### config.mk
export PLATFORM = sky130hd
export DESIGN_NAME = debounce_edge_detector
export DESIGN_NICKNAME = d
export VERILOG_FILES = /design/src/rtl/debounce_edge_detector.sv
export SDC_FILE = /design/constraint.sdc
export NUM_CORES = 1
export LEC_CHECK = 0
export CORE_MARGIN = 2
export CORE_UTILIZATION = 35
export DETAILED_ROUTE_END_ITERATION = 7
export PLACE_DENSITY = 0.63
export SYNTH_ARGS = -nofsm -noshare
export SYNTH_HDL_FRONTEND = slang
export SYNTH_SLANG_ARGS = --single-unit
export TNS_END_PERCENT = 20
### constraint.sdc
create_clock -name clk_i -period 2.2 [get_ports clk_i]
set_clock_uncertainty 0.15 [all_clocks]
set_input_delay 0.44 -clock clk_i [delete_from_list [all_inputs] [get_ports clk_i]]
set_output_delay 0.44 -clock clk_i [all_outputs]
set_load 0.05 [all_outputs]
### src/rtl/debounce_edge_detector.sv
// Debounces a synchronized input level and emits single-cycle rise/fall pulses.
// Optional rising-edge event counter on count_o when EDGE_COUNT_EN is defined.
module debounce_edge_detector #(
    parameter int DEBOUNCE_CYCLES = 16,
    parameter int CNT_W           = 8
) (
    input  logic             clk_i,
    input  logic             rst_i,
    input  logic             sync_i,
    output logic             level_o,
    output logic             rise_o,
    output logic             fall_o,
`ifdef EDGE_COUNT_EN
    output logic [CNT_W-1:0] count_o,
`endif
    output logic             busy_o
);

    localparam int CW = $clog2(DEBOUNCE_CYCLES + 1);
    localparam logic [CW-1:0] LAST = CW'(DEBOUNCE_CYCLES - 1);

    typedef enum logic [1:0] {
        STABLE_LOW  = 2'd0,
        CHECK_HIGH  = 2'd1,
        STABLE_HIGH = 2'd2,
        CHECK_LOW   = 2'd3
    } state_t;

    state_t        state;
    logic [CW-1:0] cnt;

    // Pulses and busy default low; each branch sets them for the state being entered.
    always_ff @(posedge clk_i) begin
        if (rst_i) begin
            state   <= STABLE_LOW;
            cnt     <= '0;
            level_o <= 1'b0;
            rise_o  <= 1'b0;
            fall_o  <= 1'b0;
            busy_o  <= 1'b0;
        end else begin
            rise_o <= 1'b0;
            fall_o <= 1'b0;
            busy_o <= 1'b0;
            case (state)
                STABLE_LOW: begin
                    if (sync_i) begin
                        state  <= CHECK_HIGH;
                        cnt    <= CW'(1);
                        busy_o <= 1'b1;
                    end else begin
                        cnt <= '0;
                    end
                end
                CHECK_HIGH: begin
                    if (!sync_i) begin
                        state <= STABLE_LOW;
                        cnt   <= '0;
                    end else if (cnt >= LAST) begin
                        state   <= STABLE_HIGH;
                        cnt     <= '0;
                        level_o <= 1'b1;
                        rise_o  <= 1'b1;
                    end else begin
                        cnt    <= cnt + 1'b1;
                        busy_o <= 1'b1;
                    end
                end
                STABLE_HIGH: begin
                    if (!sync_i) begin
                        state  <= CHECK_LOW;
                        cnt    <= CW'(1);
                        busy_o <= 1'b1;
                    end else begin
                        cnt <= '0;
                    end
                end
                CHECK_LOW: begin
                    if (sync_i) begin
                        state <= STABLE_HIGH;
                        cnt   <= '0;
                    end else if (cnt >= LAST) begin
                        state   <= STABLE_LOW;
                        cnt     <= '0;
                        level_o <= 1'b0;
                        fall_o  <= 1'b1;
                    end else begin
                        cnt    <= cnt + 1'b1;
                        busy_o <= 1'b1;
                    end
                end
                default: begin
                    state   <= STABLE_LOW;
                    cnt     <= '0;
                    level_o <= 1'b0;
                end
            endcase
        end
    end

`ifdef EDGE_COUNT_EN
    // Free-running modulo-2^CNT_W count of accepted rising edges.
    always_ff @(posedge clk_i) begin
        if (rst_i)       count_o <= '0;
        else if (rise_o) count_o <= count_o + 1'b1;
    end
`endif

endmodule

# Word level (Yosys, flattened, before mapping)
# Index checks and enable logic that the tools add are counted.
# W data, S select, Z words.
# word_totals
reg_bits	11
romBits	0
ramBits	0
latchBits	0
memories	0
# op_classes
mux	25
multipliers	0
bitwise_logic	3
n_reduce_logical	6
addsub	1
n_eq_ne	11
shifts	0
magnitude_cmp	1
div_mod_pow	0
# op_table
op	count
$pmux W5 S4	1
$mux W5	3
$mux W1	12
$mux W2	6
$ne A2 B2 Y1 const B	6
$pmux W2 S4	1
$ne A3 B3 Y1 const B	2
$reduce_or A3 Y1	2
$add A5 B1 Y5 const B	1
$ge A5 B4 Y1 const B	1
$reduce_and A5 Y1	1
$eq A2 B2 Y1 const B	2
$pmux W1 S4	1
$reduce_and A4 Y1	1
$not A1 Y1	3
$eq A2 B1 Y1 const B	1
$logic_not A2 Y1	1
$pmux W1 S2	1
$reduce_bool A2 Y1	1

# Longest topological paths before layout
# depth
word_depth	4
mapped_depth	6

# Least setup slack after synthesis
# No wires, ideal clock.
# synth_path
path_kind	register to register
startpoint	register cnt[0]
endpoint	register level_o
synth_period_minus_slack_ns	1.905
t_arrival_ns	1.632
setup_ns	0.123
required_time_ns	1.927
path_slack_ns	0.295
stages_incl_launch_ff	7
path_cell_list	dfxtp_1 -> ha_1 -> and3_2 -> ha_1 -> nor2_1 -> a2111oi_4 -> a311o_2
# synth_via
elab_chain_len	3
elab_cells_between_ends	4
cone_classes	order compare: 1; eq/ne: 2; reduce/logical: 1
# synth_lines
element	line_no	text
start: declaration	30	logic [CW-1:0] cnt;
start signal: assignment	65	cnt <= cnt + 1'b1;
start signal: assignment	88	cnt <= cnt + 1'b1;
$ge A5 B4 Y1 (*)	59, 82	
$ne A2 B2 Y1 (no source line)	n/a	
$reduce_and A5 Y1 (no source line) (*)	n/a	
end signal: assignment	62	level_o <= 1'b1;
end signal: assignment	85	level_o <= 1'b0;
end signal: assignment	95	level_o <= 1'b0;
end: declaration	10	output logic level_o,
# Mark *: on every way between the ends. The rest lies on a longest branch, timed or not.
# A chain may end at the register's enable or synchronous reset.

# Worst setup path after layout
# Same ends and word-level chain as after synthesis.

==> impl_summary.md <==
STA
Static timing analysis puts the maximum clock frequency at 0.486 GHz. Setup repair after global routing left no endpoint under its margin. The post-layout minimum cycle time is 2060 ps. At the pin with the least slew margin, the transition time is 490 ps. The final count of hold timing violations is 0.

The number of failing setup endpoints in the final timing report is 0. The count of pins over their slew limit is 0. The portion of the clock cycle consumed by the worst path in the final layout is 0.935. The worst pin sits at a relative slew slack of 0.672. The final hold slack is 353 ps. The summed negative setup slack over all endpoints is 0 ps.

CTS
The number of setup buffers added after CTS is 0. The deepest clock path buffer count is 2. The number of buffers created by CTS is 3.

The clock reaches the later pin of the worst-skew pair after 260 ps. For this design, the CTS-stage hold fixing added 0 buffers. The number of sinks handled by clock tree synthesis is 11. The CTS H-tree depth is 1. TritonCTS built the clock tree. After clock tree synthesis, the clock-pin slew on the worst setup and hold paths is 70 ps.

The clock root buffer master is clkbuf_4. Once the clock tree was built, the resizer swapped 0 gates to a different size.

Pwr
The power density over the cells is 682 nW/um^2. Summed over all cells, the static leakage comes to 0.228 nW. The peak supply drop is 0.278 mV.

Global route
The global-route track usage on met1 is 0.128. The global-route usage over all layers is 0.134. For this run, global-route usage on met2 was measured as 0.230. The met3 usage in global routing is 0.0667. The number of antenna violations at the first check in global routing came to 0.

Summed over all layers, the global routing overflow is 0. The via count of the first global-routing pass is 356. The most heavily used metal layer in global routing is met2. The pin count of the biggest net entering global routing is 7. The wire length of the first global-routing pass is 1.37 mm.

Worst setup path
STA puts the critical path data required time at 2200 ps. Among cell families on the critical path, the largest total delay comes from simple AND/OR/NAND/NOR gates. The critical path arrival is 2060 ps.

The critical path goes through ha_1 > and3_2 > ha_1 > nor2_1 > a2111oi_4 > a311o_2. The critical path contains buffers and inverters numbering 0 combined. STA classifies the critical path startpoint as a flop. The cell type of the slowest stage on the worst timing path is dfxtp_1. The peak per-stage delay on the critical path is 360 ps.

The most used cell along the critical path is ha_1. The worst setup path is captured at a flop. The classification of the worst setup path is flop to flop. The register-to-register setup slack is 140 ps. Of all nets on the critical path, the largest fanout is 4.

Synth
The average cell area after synthesis is 10.4 um^2. Of the post-synthesis cell area, the dominant cell type holds 0.472. Of all flip-flops after synthesis, the portion carrying an async set or reset was 0. The main combinational cell family by area after synthesis is simple AND/OR/NAND/NOR gates. The largest total area in the synthesized netlist belongs to dfxtp_1. Of the total synthesized cell area, the portion taken by AND, OR, NAND and NOR gates is 0.233.

Summing every instance area after synthesis gives 467 um^2. The number of enable-type register cells in the synthesized netlist is 0. For this run, the register share of the synthesized area comes to 0.472. The number of warnings issued by yosys is 0.

The post-synthesis sequential element count is 11. The synthesized netlist contains 22 unique library cells. Of the total synthesized cell area, the portion taken by full adders, half adders and majority gates is 0.0536. The share of the synthesized area in compound gates (AO/OA/AOI/OAI) is 0.142. The post-synthesis cell count is 45. Among all flip-flop cells after synthesis, the most frequent one is dfxtp_1.

The multiplexer share of the synthesized area is 0.0214. Of the total synthesized cell area, the portion taken by XOR and XNOR cells is 0.0375. After synthesis, the cell types taking the most area are dfxtp_1 47%, a2111oi_4 5.9%, nor2_1 5.6%. The number of nets handed over by synthesis was 50.

Layout
The final core area utilization is 0.451. The final layout net count is 61. The number of inserted diodes is 0. The final cell area excluding filler cells is 572 um^2. The number of fillers in the final layout is 129. In the final layout, the share of cells above drive strength 1 is 0.145. Compared with the post-synthesis result, the final layout area differs by 22.5%.

Die
7 I/O pins were placed. The standard-cell row count is 13. The die boundary height is 40.5 um. In this run the standard cell core region covers 1270 um^2. In this run the horizontal extent of the chip is 40.5 um.

The starting density of the core is 0.368. The die covers 1640 um^2.

Routing
The number of design-rule violations left by the first detailed-router iteration is 0. The number of remaining DRC errors is 0. Detailed routing inserted a total of 341 vias.

The average routed wire per standard cell is 10.6 um. For this run, the detailed router's first-pass iteration total came to 1. In the routed layout, each cell is associated on average with a via count of 4.87.

The count of nets left with antenna violations once routing finished came out at 0. The detailed-route wire length is 744 um.

Flow run
The max-capacitance violation count is 0.

Worst hold path
The path class of the tightest hold or removal check is flop to flop.

Run status
The run finished with clean final reports.

Placed design
The placed standard-cell area is 546 um^2. The number of port buffers is 6. The placer congestion estimate is 0.650. The detailed placement HPWL is 589 um.
==> layer usage <==
| layer | up-vias | wire length [um] | share of wire |
|---|---|---|---|
| met5 | - | 0 | 0 |
| met4 | 0 | 0 | 0 |
| met3 | 0 | 29 | 0.039 |
| met2 | 4 | 383 | 0.51 |
| met1 | 160 | 330 | 0.44 |
| li1 | 177 | - | - |
==> cell usage after synthesis, types with 2 or more instances <==
library cell and n:
dfxtp_1 11, ha_1 2, inv_1 5, nand2_1 3, nor2_1 7
==> cell type report <==
class | instances | area, um^2 | share of cell area
flip-flops and latches | 11 | 220 | 0.385
repair buffers | 6 | 60.1 | 0.105
inverters | 5 | 18.8 | 0.0328
well taps | 15 | 18.8 | 0.0328
multi-input cells | 29 | 228 | 0.398
clock buffers | 4 | 26.3 | 0.0460
==> stage by stage <==
step / worst slack [ps] / power (W) / cells
after CTS: 130 / 0.000397 / 70
after detailed placement: 141 / 0.000260 / 66
after global routing: 35.5 / 0.000408 / 70
final: 142 / 0.000390 / 70
after floorplan: 295 / 0.000244 / 45
after global placement: 205 / 0.000260 / 66
==> state kept, by name (all words and copies together), names as in the netlist, named ones only <==
signal	cells
busy_o	1
cnt	5
fall_o	1
level_o	1
rise_o	1
state	1
==> worst reg2reg max path, stage by stage, from the launching register on <==
cell	delay (ps)
dfxtp_1	360
ha_1	240
and3_2	220
ha_1	190
nor2_1	290
a2111oi_4	130
a311o_2	360
==> logic make-up (layout without fill, tap and decap cells) <==
logic type / after synthesis / in the layout
simple gates: 18 / 18
flops: 11 / 11
compound gates: 6 / 6
buf+inv: 5 / 15
fa+ha+maj: 2 / 2
xor+xnor: 2 / 2
mux: 1 / 1
==> report_power, final <==
group / switching, W / internal, W / total (W)
Clock: 0.0000650 / 0.0000700 / 0.000135
Combinational: 0.0000260 / 0.0000176 / 0.0000436
Sequential: 0.00000591 / 0.000206 / 0.000211
Total: 0.0000970 / 0.000293 / 0.000390
==> placed cells by master (no fill, tap or decap) <==
master / count
or3_1: 1
mux2i_1: 1
inv_1: 5
nor4b_1: 1
clkdlybuf4s50_1: 6
clkbuf_4: 3
nor2b_1: 1
dfxtp_1: 11
nor2_1: 7
and2_4: 1
a21oi_1: 1
xor2_1: 1
ha_1: 2
a2111oi_4: 1
xnor2_1: 1
nand4_1: 1
nand4_4: 1
nand2_1: 3
a311oi_1: 1
and3_2: 1
a311o_2: 1
a21boi_0: 1
a31oi_1: 1
clkbuf_1: 1
nand2b_1: 1
==> final timing paths <==
kind / start / to / depth (start not counted)
worst max-delay path: cnt[0] / level_o / 6
worst min register to register: state[0] / cnt[0] / 1
worst max register to register: cnt[0] / level_o / 6
worst min-delay path: state[0] / cnt[0] / 1
Note: power is estimated with default switching activity, not from simulation.
